===== config.mk =====
export PLATFORM = sky130hd
export DESIGN_NAME = ps2_transmitter_flat
export DESIGN_NICKNAME = d
export VERILOG_FILES = /design/src/rtl/ps2_pkg.sv /design/src/rtl/ps2_transmitter_if.sv /design/src/rtl/ps2_edge_sync.sv /design/src/rtl/ps2_transmitter.sv /design/src/flat_wrapper.sv
export SDC_FILE = /design/constraint.sdc
export NUM_CORES = 1
export LEC_CHECK = 0
export BUFFER_PORTS_ARGS = -buffer_cell sky130_fd_sc_hd__buf_4
export CORE_MARGIN = 1.5
export CORE_UTILIZATION = 55
export DETAILED_ROUTE_END_ITERATION = 6
export GPL_ROUTABILITY_DRIVEN = 0
export MAX_ROUTING_LAYER = met4
export PLACE_DENSITY = 0.81
export SKIP_LAST_GASP = 1
export SYNTH_ARGS = -nofsm -noshare
export SYNTH_HDL_FRONTEND = slang
export SYNTH_SLANG_ARGS = --single-unit

===== constraint.sdc =====
create_clock -name clk -period 2.2 [get_ports clk]
set_input_delay 0.33 -clock clk [delete_from_list [all_inputs] [get_ports clk]]
set_output_delay 0.33 -clock clk [all_outputs]
set_load 0.005 [all_outputs]

===== src/rtl/ps2_pkg.sv =====
// Shared types and constants for the PS/2 host-to-device transmitter.
package ps2_pkg;

  localparam int unsigned DATA_W     = 8;
  localparam int unsigned BIT_IDX_W  = 4;
  localparam int unsigned FRAME_BITS = 10;
  localparam int unsigned PARITY_IDX = 8;
  localparam int unsigned STOP_IDX   = FRAME_BITS - 1;

  typedef enum logic [2:0] {
    IDLE    = 3'd0,
    INHIBIT = 3'd1,
    REQUEST = 3'd2,
    SHIFT   = 3'd3,
    ACK     = 3'd4,
    RELEASE = 3'd5
  } ps2_state_e;

  function automatic int unsigned ps2_max(input int unsigned a, input int unsigned b);
    return (a > b) ? a : b;
  endfunction

endpackage


===== src/rtl/ps2_transmitter_if.sv =====
// Host-side command handshake of the PS/2 transmitter.
interface ps2_transmitter_if;
  import ps2_pkg::*;

  logic [DATA_W-1:0] txData;
  logic              txStart;
  logic              busy;
  logic              done;
  logic              ackError;
  logic              timeout;
  logic              rxInhibit;

  modport master (output txData, txStart,
                  input  busy, done, ackError, timeout, rxInhibit);
  modport slave  (input  txData, txStart,
                  output busy, done, ackError, timeout, rxInhibit);
endinterface


===== src/rtl/ps2_edge_sync.sv =====
// Two-flop synchronizer for one PS/2 line with a registered falling-edge flag.
module ps2_edge_sync (
  input  logic clk,
  input  logic rst_n,
  input  logic line,
  output logic level,
  output logic fall
);

  logic meta;
  logic prev;

  // Idle PS/2 lines float high, so reset to 1 to avoid a false edge after reset.
  always_ff @(posedge clk or negedge rst_n) begin
    if (!rst_n) begin
      meta  <= 1'b1;
      level <= 1'b1;
      prev  <= 1'b1;
      fall  <= 1'b0;
    end else begin
      meta  <= line;
      level <= meta;
      prev  <= level;
      fall  <= prev & ~level;
    end
  end

endmodule


===== src/rtl/ps2_transmitter.sv =====
// PS/2 host-to-device frame transmitter (inhibit, request, 11-clock shift, ACK).
// Optional watchdog enabled by defining PS2_TX_TIMEOUT_EN.
module ps2_transmitter
  import ps2_pkg::*;
#(
  parameter int unsigned inhibitCycles = 480,
  parameter int unsigned timeoutCycles = 60000,
  parameter int unsigned counterBits   = 16
) (
  input  logic               clk,
  input  logic               reset,
  input  logic               ps2Clk,
  input  logic               ps2Data,
  output logic               ps2ClkLow,
  output logic               ps2DataLow,
  ps2_transmitter_if.slave   bus
);

  localparam int unsigned CNT_NEED = ps2_max(inhibitCycles, timeoutCycles);

  if (counterBits < 32 && CNT_NEED >= (32'd1 << counterBits)) begin : g_cnt_check
    $error("counterBits cannot hold the inhibit/timeout limit");
  end

  logic clk_level, clk_fall;
  logic data_level;
  logic data_fall_unused;

  ps2_edge_sync u_clk_sync (
    .clk   (clk),
    .rst_n (reset),
    .line  (ps2Clk),
    .level (clk_level),
    .fall  (clk_fall)
  );

  ps2_edge_sync u_data_sync (
    .clk   (clk),
    .rst_n (reset),
    .line  (ps2Data),
    .level (data_level),
    .fall  (data_fall_unused)
  );

  ps2_state_e             state_q, state_d;
  logic [counterBits-1:0] cnt_q, cnt_d;
  logic [DATA_W-1:0]      shreg_q, shreg_d;
  logic                   parity_q, parity_d;
  logic [BIT_IDX_W-1:0]   bit_idx_q, bit_idx_d;
  logic                   clk_low_q, clk_low_d;
  logic                   data_low_q, data_low_d;
  logic                   busy_q, busy_d;
  logic                   done_q, done_d;
  logic                   ack_err_q, ack_err_d;
  logic                   timeout_q, timeout_d;

  always_ff @(posedge clk or negedge reset) begin
    if (!reset) begin
      state_q    <= IDLE;
      cnt_q      <= '0;
      shreg_q    <= '0;
      parity_q   <= 1'b0;
      bit_idx_q  <= '0;
      clk_low_q  <= 1'b0;
      data_low_q <= 1'b0;
      busy_q     <= 1'b0;
      done_q     <= 1'b0;
      ack_err_q  <= 1'b0;
      timeout_q  <= 1'b0;
    end else begin
      state_q    <= state_d;
      cnt_q      <= cnt_d;
      shreg_q    <= shreg_d;
      parity_q   <= parity_d;
      bit_idx_q  <= bit_idx_d;
      clk_low_q  <= clk_low_d;
      data_low_q <= data_low_d;
      busy_q     <= busy_d;
      done_q     <= done_d;
      ack_err_q  <= ack_err_d;
      timeout_q  <= timeout_d;
    end
  end

  always_comb begin
    state_d    = state_q;
    cnt_d      = cnt_q;
    shreg_d    = shreg_q;
    parity_d   = parity_q;
    bit_idx_d  = bit_idx_q;
    clk_low_d  = clk_low_q;
    data_low_d = data_low_q;
    busy_d     = busy_q;
    done_d     = 1'b0;
    ack_err_d  = ack_err_q;
    timeout_d  = timeout_q;

    unique case (state_q)
      IDLE: begin
        if (bus.txStart) begin
          shreg_d   = bus.txData;
          parity_d  = ~^bus.txData;
          cnt_d     = '0;
          ack_err_d = 1'b0;
          timeout_d = 1'b0;
          busy_d    = 1'b1;
          clk_low_d = 1'b1;
          state_d   = INHIBIT;
        end
      end
      INHIBIT: begin
        if (cnt_q == counterBits'(inhibitCycles - 1)) begin
          cnt_d      = '0;
          clk_low_d  = 1'b0;
          data_low_d = 1'b1;
          bit_idx_d  = '0;
          state_d    = REQUEST;
        end else begin
          cnt_d = cnt_q + counterBits'(1);
        end
      end
      REQUEST: begin
        bit_idx_d = '0;
        state_d   = SHIFT;
      end
      // Each device clock fall advances to the next bit; a 0 bit pulls data low.
      SHIFT: begin
        if (clk_fall) begin
          if (bit_idx_q < BIT_IDX_W'(PARITY_IDX)) begin
            data_low_d = ~shreg_q[0];
            shreg_d    = {1'b0, shreg_q[DATA_W-1:1]};
            bit_idx_d  = bit_idx_q + BIT_IDX_W'(1);
          end else if (bit_idx_q == BIT_IDX_W'(PARITY_IDX)) begin
            data_low_d = ~parity_q;
            bit_idx_d  = BIT_IDX_W'(STOP_IDX);
          end else begin
            data_low_d = 1'b0;
            state_d    = ACK;
          end
        end
      end
      ACK: begin
        if (clk_fall) begin
          ack_err_d  = data_level;
          clk_low_d  = 1'b0;
          data_low_d = 1'b0;
          state_d    = RELEASE;
        end
      end
      RELEASE: begin
        clk_low_d  = 1'b0;
        data_low_d = 1'b0;
        if (clk_level && data_level) begin
          done_d  = 1'b1;
          busy_d  = 1'b0;
          state_d = IDLE;
        end
      end
      default: state_d = IDLE;
    endcase

`ifdef PS2_TX_TIMEOUT_EN
    // Watchdog restarts on every device clock while the device owns the clock.
    if (state_q == REQUEST || state_q == SHIFT || state_q == ACK) begin
      if (clk_fall && state_q != REQUEST) begin
        cnt_d = '0;
      end else if (cnt_q == counterBits'(timeoutCycles - 1)) begin
        timeout_d  = 1'b1;
        clk_low_d  = 1'b0;
        data_low_d = 1'b0;
        state_d    = RELEASE;
      end else begin
        cnt_d = cnt_q + counterBits'(1);
      end
    end
`else
    timeout_d = 1'b0;
`endif
  end

  assign ps2ClkLow     = clk_low_q;
  assign ps2DataLow    = data_low_q;
  assign bus.busy      = busy_q;
  assign bus.rxInhibit = busy_q;
  assign bus.done      = done_q;
  assign bus.ackError  = ack_err_q;
`ifdef PS2_TX_TIMEOUT_EN
  assign bus.timeout   = timeout_q;
`else
  assign bus.timeout   = 1'b0;
`endif

endmodule


===== src/flat_wrapper.sv =====
// flat-port wrapper written by rule: the top's interface ports become plain ports
module ps2_transmitter_flat import ps2_pkg::*;
#(
  parameter int unsigned inhibitCycles = 480,
  parameter int unsigned timeoutCycles = 60000,
  parameter int unsigned counterBits   = 16
)
  (clk, reset, ps2Clk, ps2Data, ps2ClkLow, ps2DataLow, bus_txData, bus_txStart, bus_busy, bus_done, bus_ackError, bus_timeout, bus_rxInhibit);
  ps2_transmitter_if bus_i ();
  input  logic clk;
  input  logic reset;
  input  logic ps2Clk;
  input  logic ps2Data;
  output logic ps2ClkLow;
  output logic ps2DataLow;
  input wire logic [$bits(bus_i.txData)-1:0] bus_txData;
  input wire logic [$bits(bus_i.txStart)-1:0] bus_txStart;
  output wire logic [$bits(bus_i.busy)-1:0] bus_busy;
  output wire logic [$bits(bus_i.done)-1:0] bus_done;
  output wire logic [$bits(bus_i.ackError)-1:0] bus_ackError;
  output wire logic [$bits(bus_i.timeout)-1:0] bus_timeout;
  output wire logic [$bits(bus_i.rxInhibit)-1:0] bus_rxInhibit;
  assign bus_i.txData = bus_txData;
  assign bus_i.txStart = bus_txStart;
  assign bus_busy = bus_i.busy;
  assign bus_done = bus_i.done;
  assign bus_ackError = bus_i.ackError;
  assign bus_timeout = bus_i.timeout;
  assign bus_rxInhibit = bus_i.rxInhibit;
  ps2_transmitter #(.inhibitCycles(inhibitCycles), .timeoutCycles(timeoutCycles), .counterBits(counterBits)) u_core (.clk(clk), .reset(reset), .ps2Clk(ps2Clk), .ps2Data(ps2Data), .ps2ClkLow(ps2ClkLow), .ps2DataLow(ps2DataLow), .bus(bus_i));
endmodule

==> metrics.md <==
| Metric | Value |
|---|---|
| CTS tree | done |
| Largest area contributor in the synthesized netlist | dfrtp_1 |
| Synth top area share | between 40% and 50% |
| CTS sink count | 43 |
| Avg Vias per Cell | ~5.9 |
| Die footprint | 4640 sq um |
| Gate Count Post-Synth | 228 |
| Static leakage | 1.194 nW |
| Sequential Power Share | between 30% and 40% |
| Synth warn | 0 |
| Outcome | completed |
| Yosys cell types | 62 |
| I/O Buffers | 18 |
| Logic pwr share | 48.2% |
| Starting Density | 57.89% |
| Via Count | around 1,800 |
| Number of I/O pins | 20 |
| Crit end category | flop |
| Syn-to-layout area delta | 15.13% |
| Max Slew Vio Count | 0 |
| Routed WL per cell | 14.25 um |
| Sw power | between 1 and 1.5 mW |
| Register area share after synthesis | a little under half |
| VDD IR max | 0.7451 mV |
| Relative slew slack | 62.86% |
| CTS Root Buffer Type | clkbuf_8 |
| Worst R2R Setup Slack | 0.11 ns |
| Final antenna-violating net count | 0 |
| Die Wd | ~68 um |
| Max Fclk | about 0.48 GHz |
| Final Hold Vio Count | 0 |
| Syn_nets | ~240 |
| Sw Share | 39.30% |
| Pwr dens | 1265 nW/um^2 |
| Total CTS buffers | 5 |
| Global-route wire length before repair | 7.300 mm |
| Worst hold path class | primary input to asynchronous set/reset pin |
| Synth async-reset ratio | 100.0% |
| Post-route minimum period | 2.089 ns |
| Post-synthesis cell area | between 2000 and 2500 sq um |
| Final worst-path cycle share | between 90 and 100% |
| FF+latch count, synth | 43 |
| Non-Filler Instances | between 300 and 400 |
| Number of DRC markers in iteration 0 | 155 |
| # fillers | 324 |
| Clk pwr share | 15.1% |
| Synth area leaders | dfrtp_1 (41%), dfstp_2 (5.6%), mux2i_1 (3.4%) |
| Worst-margin pin slew | about 0.56 ns |
| Hold buffer count at CTS | 0 |
| Layout cells sized above 1 | between 20% and 30% |
| CTS clk-pin slew, worst paths | around 0.080 ns |
| Clock latency at the later pin of the worst-skew pair | 0.30 ns |
| RSZ-0062 raised after global routing | no |
| Setup TNS | 0 ns |
| MaxCap Viol Count | 0 |
| Final WL | 4.419 mm |
| Endpoints failing setup | 0 |
| Drt pass-1 iters | 4 |
| Die H | 68.12 um |
| Core area | just over 4000 sq um |
| DRC | 0 |
| Required time of the critical path | between 2 and 2.5 ns |
| Vias in the first global route | 1,650 |
| Row cnt | 23 |
| GRT overflow | 0 |
| Number of antenna violations at the first check in global routing | 0 |
| Largest net degree at the start of global routing | 44 |
| Crit path max fanout | 6 |
| Nets | 275 |
| Worst Skew | between 0.009 and 0.01 ns |
| Syn Area/Cell | 10.23 sq um |
| Max clock buf depth | 2 |
| Crit path kind | flop to flop |
| Htree depth | 2 |
| Number of synthesized flops with an enable pin | 0 |
| Startpoint class of the critical path | flop |
| Util after Layout | between 60% and 70% |
| Tot GR Track Use | 21.73% |
| Arr. time, crit path | 2.32 ns |
| Placed insts | 301 |
| Int Power | 2.061 mW |
| Diode count | 0 |
| Final HPWL DP | 3.193 mm |
| Prevailing post-synth register cell | dfrtp_1 |
## area by class of cell
cell class / count / area [sq um] / share of cell area (%)
clock buffers: 7 / 86.33 / 3.215
clock inverters: 1 / 5.005 / 0.1864
inverters: 8 / 30.03 / 1.118
multi-input cells: 164 / 1140 / 42.45
flip-flops and latches: 43 / 1084 / 40.35
well taps: 50 / 62.56 / 2.330
repair buffers: 37 / 277.8 / 10.34
## cell families (layout without fill, tap and decap cells)
logic type	Yosys count	in the layout	synth area share (%)
other cells	1	1	0.1608
flops	43	43	46.41
simple gates	81	81	20.17
compound gates	59	59	18.56
mux	11	11	4.882
fa+ha+maj	3	3	1.610
xor+xnor	9	9	3.380
buf+inv	21	53	4.828
## worst paths after layout
check                                       startpoint                       to  depth (start not counted)
worst max-delay path                  u_core.cnt_q[10]      u_core.bit_idx_q[3]                          5
worst min-delay path                             reset          u_core.cnt_q[9]                          1
worst max register to register        u_core.cnt_q[10]      u_core.bit_idx_q[3]                          5
worst min register to register  u_core.u_clk_sync.meta  u_core.u_clk_sync.level                          0
max in group asynchronous                        reset          u_core.cnt_q[0]                          1
min in group clk                               ps2Data  u_core.u_data_sync.meta                          1
## layout by cell type (no fill, tap or decap), types with 8 or more instances in the layout
cell type	synthesis	final
nand2_1	14	14
xnor2_1	9	9
nand3_1	8	8
a21oi_1	15	15
buf_4	2	37
dfrtp_1	38	37
nor2_1	19	19
a31oi_1	8	8
mux2i_1	8	8
inv_1	8	8
## routing by layer
layer  track usage, %  part of all wire [%]
met5                -                     0
met1            25.45                    44
met2            36.29                    51
met4            7.500                   1.3
met3            5.592                   3.5
## power groups by stage
stage	combinational, mW	sequential (mW)	clock [mW]
final	1.64	1.24	0.514
after global routing	1.82	1.27	0.563
after CTS	1.62	1.24	0.528
after detailed placement	1.62	1.25	0
after global placement	1.57	1.24	0
after floorplan	1.25	1.18	0
## timing repair
item                       4_1_cts  5_1_grt
setup endpoints to repair        0        1
gates resized for setup          0        2
setup buffers                    0        1
## cells in the mapped netlist, types with 2 or more instances
cell type	n
dfrtp_1	38
nor2_1	19
a21oi_1	15
nand2_1	14
xnor2_1	9
a31oi_1	8
inv_1	8
mux2i_1	8
nand3_1	8
o21ai_0	7
nand3b_1	6
nand4_1	6
dfstp_2	5
a21o_1	4
a22o_1	4
clkbuf_1	4
buf_6	3
ha_1	3
nand2b_1	3
nor2b_1	3
nor4_1	3
buf_2	2
buf_4	2
mux2_1	2
nor3_1	2
o21ai_1	2
o31a_1	2
or2_2	2
or3_1	2
or4_4	2
## state kept, by name, summed over array words and instances, names as in the netlist
register / count
u_core.u_clk_sync.prev: 1
u_core.u_clk_sync.level: 1
u_core.bus.ackError: 1
u_core.u_data_sync.level: 1
u_core.ps2DataLow: 1
u_core.u_data_sync.meta: 1
u_core.bus.done: 1
u_core.bus.busy: 1
u_core.cnt_q: 16
u_core.shreg_q: 8
u_core.u_clk_sync.meta: 1
u_core.u_clk_sync.fall: 1
u_core.state_q: 3
u_core.parity_q: 1
u_core.ps2ClkLow: 1
u_core.bit_idx_q: 4
## per-stage QoR
stage          hold slack, ns  power (mW)  setup slack, ns  cell area, sq um
6_report             0.007308       3.395           0.1106              2685
5_1_grt               0.04727       3.651         0.008300              2685
4_1_cts               0.02397       3.390           0.1073              2674
3_5_place_dp           0.3479       2.871           0.1186              2582
3_3_place_gp           0.3467       2.814           0.1585              2582
2_1_floorplan         0.03441       2.424           0.1853              2332
## worst max-delay path, stage by stage, from the launching register on
cell and delay (ns):
dfrtp_1 0.38, or4_4 0.56, o41a_1 0.51, buf_4 0.19, o31ai_2 0.23, o31a_1 0.15
Note: power is estimated with default switching activity, not from simulation.
